<file path="config.mk">
export PLATFORM = sky130hd
export DESIGN_NAME = pc_fetch_unit
export DESIGN_NICKNAME = d
export VERILOG_FILES = /design/src/rtl/pc_fetch_unit.sv
export SDC_FILE = /design/constraint.sdc
export NUM_CORES = 1
export LEC_CHECK = 0
export CELL_PAD_IN_SITES_DETAIL_PLACEMENT = 0
export CELL_PAD_IN_SITES_GLOBAL_PLACEMENT = 2
export CORE_MARGIN = 4
export CORE_UTILIZATION = 23
export CTS_CLUSTER_SIZE = 16
export DETAILED_ROUTE_END_ITERATION = 6
export PLACE_DENSITY_LB_ADDON = 0.05
export SKIP_LAST_GASP = 1
export SLEW_MARGIN = 20
export SYNTH_ARGS = -nofsm -noshare
export SYNTH_HDL_FRONTEND = slang
export SYNTH_SLANG_ARGS = --single-unit
</file>
<file path="constraint.sdc">
create_clock -name Clk -period 4.4 [get_ports Clk]
set_input_delay 0.88 -clock Clk [delete_from_list [all_inputs] [get_ports Clk]]
set_output_delay 0.88 -clock Clk [all_outputs]
set_load 0.02 [all_outputs]
</file>
<file path="src/rtl/pc_fetch_unit.sv">
// RV32I fetch-stage program counter: reset vector, trap/branch redirects, halt/resume, imem req/gnt.
// Optional misaligned-redirect detection is enabled with `define PC_MISALIGN_CHECK_EN.
module pc_fetch_unit #(
  parameter int unsigned     XLEN         = 32,
  parameter logic [XLEN-1:0] RESET_VECTOR = '0,
  parameter int unsigned     STEP         = 4,
  parameter int unsigned     CNT_W        = 16
) (
  input  logic             Clk,
  input  logic             Reset,
  input  logic             Enable,
  input  logic             Halt,
  input  logic             Resume,
  input  logic             BranchTaken,
  input  logic [XLEN-1:0]  BranchTarget,
  input  logic             TrapTaken,
  input  logic [XLEN-1:0]  TrapVector,
  input  logic             ImemGnt,
  output logic             ImemReq,
  output logic [XLEN-1:0]  ImemAddr,
  output logic [XLEN-1:0]  pc,
  output logic             Halted,
  output logic [CNT_W-1:0] FetchCount,
  output logic             MisalignErr,
  output logic [XLEN-1:0]  MisalignAddr
);

  typedef enum logic [1:0] {
    ST_BOOT = 2'd0,
    ST_RUN  = 2'd1,
    ST_HALT = 2'd2
  } state_e;

  state_e            state_q, state_d;
  logic [XLEN-1:0]   pc_q, pc_d;
  logic [CNT_W-1:0]  cnt_q, cnt_d;
  logic              req_q, req_d;
  logic              halted_q, halted_d;
  logic              redir_c;
  logic [XLEN-1:0]   target_c;

`ifdef PC_MISALIGN_CHECK_EN
  logic              merr_q, merr_d;
  logic [XLEN-1:0]   maddr_q, maddr_d;
`endif

  // Winning redirect: trap beats branch; branches are ignored while halted.
  always_comb begin
    redir_c  = 1'b0;
    target_c = BranchTarget;
    if (state_q != ST_BOOT) begin
      if (TrapTaken) begin
        redir_c  = 1'b1;
        target_c = TrapVector;
      end else if (BranchTaken && (state_q != ST_HALT)) begin
        redir_c  = 1'b1;
        target_c = BranchTarget;
      end
    end
  end

  // Next state, pc, counter and status.
  always_comb begin
    state_d = state_q;
    pc_d    = pc_q;
    cnt_d   = cnt_q;
`ifdef PC_MISALIGN_CHECK_EN
    merr_d  = 1'b0;
    maddr_d = maddr_q;
`endif

    unique case (state_q)
      ST_BOOT: state_d = Halt ? ST_HALT : ST_RUN;
      ST_RUN:  state_d = Halt ? ST_HALT : ST_RUN;
      ST_HALT: state_d = (Resume && !Halt) ? ST_RUN : ST_HALT;
      default: state_d = ST_BOOT;
    endcase

    if (req_q && ImemGnt) begin
      cnt_d = cnt_q + CNT_W'(1);
    end

    if (redir_c) begin
`ifdef PC_MISALIGN_CHECK_EN
      if (target_c[1:0] != 2'b00) begin
        merr_d  = 1'b1;
        maddr_d = target_c;
      end else begin
        pc_d = target_c;
      end
`else
      pc_d = target_c;
`endif
    end else if ((state_q == ST_RUN) && Enable && ImemGnt) begin
      pc_d = pc_q + XLEN'(STEP);
    end

    req_d    = (state_d == ST_RUN);
    halted_d = (state_d == ST_HALT);
  end

  always_ff @(posedge Clk) begin
    if (Reset) begin
      state_q  <= ST_BOOT;
      pc_q     <= RESET_VECTOR;
      cnt_q    <= '0;
      req_q    <= 1'b0;
      halted_q <= 1'b0;
    end else begin
      state_q  <= state_d;
      pc_q     <= pc_d;
      cnt_q    <= cnt_d;
      req_q    <= req_d;
      halted_q <= halted_d;
    end
  end

`ifdef PC_MISALIGN_CHECK_EN
  always_ff @(posedge Clk) begin
    if (Reset) begin
      merr_q  <= 1'b0;
      maddr_q <= '0;
    end else begin
      merr_q  <= merr_d;
      maddr_q <= maddr_d;
    end
  end

  assign MisalignErr  = merr_q;
  assign MisalignAddr = maddr_q;
`else
  assign MisalignErr  = 1'b0;
  assign MisalignAddr = '0;
`endif

  assign ImemReq    = req_q;
  assign ImemAddr   = pc_q;
  assign pc         = pc_q;
  assign Halted     = halted_q;
  assign FetchCount = cnt_q;

endmodule
</file>
==> key figures <==
Run status
  – Outcome: finished, final reports clean

Timing
  – Fin crit period: 3.19 ns
  – Transition time at the pin with the least slew margin: 0.764 ns
  – Part of the cycle the worst path needs: a little over 70%
  – TNS Setup: 0 ns
  – Maximum frequency from static timing analysis: 314 MHz
  – RSZ-0062 raised after global routing: false
  – Final-report setup violation count: 0
  – Max-slew violation count: 0
  – Worst max-slew margin expressed relative to the limit: 48.7%
  – Final Skew: 0.00927 ns
  – Final hold vios: 0

Yosys
  – Per-instance average area after synthesis: 7.92 um^2
  – Number of register bits inferred by synthesis: 52
  – Post-synthesis instance area: ~0.0037 mm^2
  – Count of distinct cell types in the synthesized netlist: 61
  – Share of flip-flops with an asynchronous set or reset after synthesis: 0%
  – Number of synthesized flops with an enable pin: 0
  – Sequential area share after synthesis: between 20% and 30%
  – Top flip-flop cell by instance count after synthesis: sky130_fd_sc_hd__dfxtp_1
  – Yosys synthesis warning count: 0
  – Post-synthesis instance total: 466

Critical path
  – Critical-path cell with the highest stage delay: sky130_fd_sc_hd__clkdlybuf4s50_1
  – Critical path buffer and inverter count: 2
  – Arrival time of the worst setup path: 3.42 ns
  – CP peak stage delay: 0.70 ns
  – Reg2reg path depth: 6
  – Minimum setup slack among reg-to-reg paths: ~1.7 ns
  – Critical path class: in2reg
  – Kind of start point of the critical path: input pin
  – Largest driver fanout on the critical path: 27
  – Crit. End Element: flop
  – Worst Path Required: 4.63 ns
  – Worst R2R Start: ImemAddr[2]$_SDFFE_PP0P_
  – Kind of cell adding the most delay to the critical path: buffers and inverters
  – List of cells traversed by the critical path: clkdlybuf4s50_1 -> o21ai_2 -> buf_4 -> nand2_1 -> or3_1 -> mux2_2 -> a21oi_1
  – R2r endpoint: ImemAddr[30]$_SDFFE_PP0P_

Min path
  – Capture endpoint of the worst hold path: FetchCount[1]$_SDFFE_PP0P_
  – Hold/Removal Path Class: reg2reg
  – Hold-critical path depth: 2
  – Worst hold start: FetchCount[1]$_SDFFE_PP0P_

Global route
  – Global-route wire length before repair: 21.9 mm
  – Most congested layer reported by global routing: met2
  – GR Util met3: under 10%
  – Met1 Resource Use GR: 21.0%
  – Overall Global Routing Usage: 15.2%
  – Number of global-route vias before repair: 3692
  – Number of antenna violations at the first check in global routing: 0
  – Global-route congestion overflow total: 0
  – Met2 layer usage reported by global route: 24.8%
  – Pin count of the biggest net entering global routing: 28

Routing
  – Post-detailed-route count of antenna-violating nets: 0
  – First-iteration detailed-routing DRC count: 223
  – Number of detailed-routing iterations run before antenna repair: 5
  – DR WL/cell: between 15 and 20 um
  – Via count: 3745
  – Sum of routed wire length over all layers: 14.4 mm
  – Via density: 4.75
  – DR DRC count: 0

Clocking
  – Clk Latency, worst-skew pair: 0.30 ns
  – Post-cts sizing count: 0
  – TritonCTS clock tree: built
  – Inserted Clock Buffers: 5
  – Clock transition at the registers of the reported paths: 0.08 ns
  – Library cell used as clock root buffer: sky130_fd_sc_hd__clkbuf_16
  – Post-CTS Hold Buffers: 0
  – Post CTS Setup Buffer Count: 0
  – Buffer levels on the longest clock path: 2
  – Number of clock sinks: 52
  – CTS H-tree depth: 2

Final layout
  – Area added between synthesis and finish: 39.8%
  – Fill cells: ~1700
  – Nets@finish: about 650
  – Share of the core filled with cells in the final layout: 32.7%
  – Share of post-route cells with drive strength above 1: 5.93%
  – Count of antenna diodes in the layout: 0

Placement
  – RD Place Congestion: 0.760
  – Detailed Place HPWL: 10.8 mm
  – Count of input and output buffers: 153

Floorplanning
  – Chip width: 135 um
  – DIE AREA: 0.0181 mm^2
  – Initial core utilization: a little under a quarter
  – Row cnt: between 40 and 50
  – Chip height: around 130 um
  – Core outline area: 0.0158 mm^2
  – IO Count: 187

Power and ir drop
  – LEAKAGE: around 1.8 nW
  – Power Density: 245 mW/mm^2
  – Peak supply drop: 0.000162 V

Job
  – Max-cap violation count: 0
## cells in the final DEF, fill, tap and decap left out, types with 4 or more instances in the layout
master,n
sky130_fd_sc_hd__a211oi_1,7
sky130_fd_sc_hd__a21oi_1,33
sky130_fd_sc_hd__a221oi_1,5
sky130_fd_sc_hd__a311oi_1,7
sky130_fd_sc_hd__a31oi_1,11
sky130_fd_sc_hd__and3_1,13
sky130_fd_sc_hd__and4_1,5
sky130_fd_sc_hd__and4b_1,7
sky130_fd_sc_hd__buf_4,9
sky130_fd_sc_hd__clkbuf_16,5
sky130_fd_sc_hd__clkdlybuf4s50_1,152
sky130_fd_sc_hd__conb_1,33
sky130_fd_sc_hd__dfxtp_1,52
sky130_fd_sc_hd__inv_1,7
sky130_fd_sc_hd__nand2_1,40
sky130_fd_sc_hd__nand3_1,34
sky130_fd_sc_hd__nand4_1,6
sky130_fd_sc_hd__nor2_1,32
sky130_fd_sc_hd__nor3_1,10
sky130_fd_sc_hd__o211ai_1,4
sky130_fd_sc_hd__o21ai_0,15
sky130_fd_sc_hd__o31ai_1,4
sky130_fd_sc_hd__or3_1,5
sky130_fd_sc_hd__or4_1,6
sky130_fd_sc_hd__xnor2_1,5
sky130_fd_sc_hd__xor2_1,9
## routing by layer
metal / vias up / part of all wire, %
met5: - / 0
met4: 0 / 0.93
met3: 7 / 7.2
met2: 154 / 47
met1: 1752 / 45
li1: 1832 / -
## worst register-to-register path, delay by kind of cell, from the launching register on
family	cells	cell delay, ns
fa+ha+maj	1	0.24
simple gates	4	1.73
compound gates	1	0.17
flops	1	0.47
## cells in the mapped netlist, drive strengths merged, types with 5 or more instances
cell	count	area share (%)
and3	14	2.4
xor2	9	2.1
a221oi	5	1.2
xnor2	5	1.2
clkbuf	21	3.0
nor3	10	1.4
and4	8	2.0
buf	73	15
o21ai	16	2.2
nor2	32	3.3
nand4	7	1.6
nand3	36	5.4
or3	5	0.85
and4b	7	1.9
a31oi	11	1.9
a211oi	7	1.4
nand2	40	4.1
a21oi	33	4.5
a311oi	8	2.1
dfxtp	52	28
inv	7	0.71
or4	6	1.2
## layout make-up
type	count	area (um^2)	area share (%)
Timing Repair Buffer	162	1590	30.9
Clock buffer	5	125	2.43
Sequential cell	52	1040	20.2
Tap cell	216	270	5.24
Multi-Input combinational cell	345	2090	40.5
Clock inverter	2	12.5	0.243
Inverter	7	26.3	0.510
## power by group
part / leakage, nW / internal [mW] / switching (mW) / total (mW)
Clock: 0.0657 / 0.208 / 0.189 / 0.396
Sequential: 0.423 / 0.491 / 0.0361 / 0.527
Combinational: 1.33 / 0.160 / 0.182 / 0.342
Total: 1.82 / 0.858 / 0.407 / 1.27
## metrics by stage
step	setup WS (ns)	cells	cell area [um^2]	power [mW]	hold slack (ns)
global placement	0.927	782	5020	0.882	0.488
detailed placement	0.849	782	5020	0.883	0.497
finish	1.21	789	5160	1.27	0.509
floorplan	2.25	498	3810	0.747	0.555
CTS	1.16	789	5160	1.29	0.512
global route	0.980	789	5160	1.33	0.550
## sequential cells by signal, summed over array words and instances (netlist names)
signal      cells
FetchCount     16
Halted          1
ImemReq         1
state_q         2
ImemAddr       32
## worst max path at each step
stage                startpoint                   endpoint  slack (ns)  cells past startpoint
detailed placement    TrapTaken  ImemAddr[27]$_SDFFE_PP0P_        0.85                      7
floorplan           BranchTaken  ImemAddr[30]$_SDFFE_PP0P_        2.25                      4
CTS                   TrapTaken  ImemAddr[27]$_SDFFE_PP0P_        1.16                      7
global route          TrapTaken  ImemAddr[27]$_SDFFE_PP0P_        0.98                      7
finish                TrapTaken  ImemAddr[27]$_SDFFE_PP0P_        1.21                      7
global placement      TrapTaken  ImemAddr[27]$_SDFFE_PP0P_        0.93                      7
## cells by family after synthesis
group	count (synthesis)	share of synthesized area (%)
adders and majority gates	2	0.678
other	1	0.102
DFF	52	28.2
AOI/OAI and AO/OA	110	20.1
xor gates and xnor gates	14	3.32
muxes	1	0.305
buffers and inverters	101	18.6
and+or+nand+nor	185	28.7
Note: power is estimated with default switching activity, not from simulation.
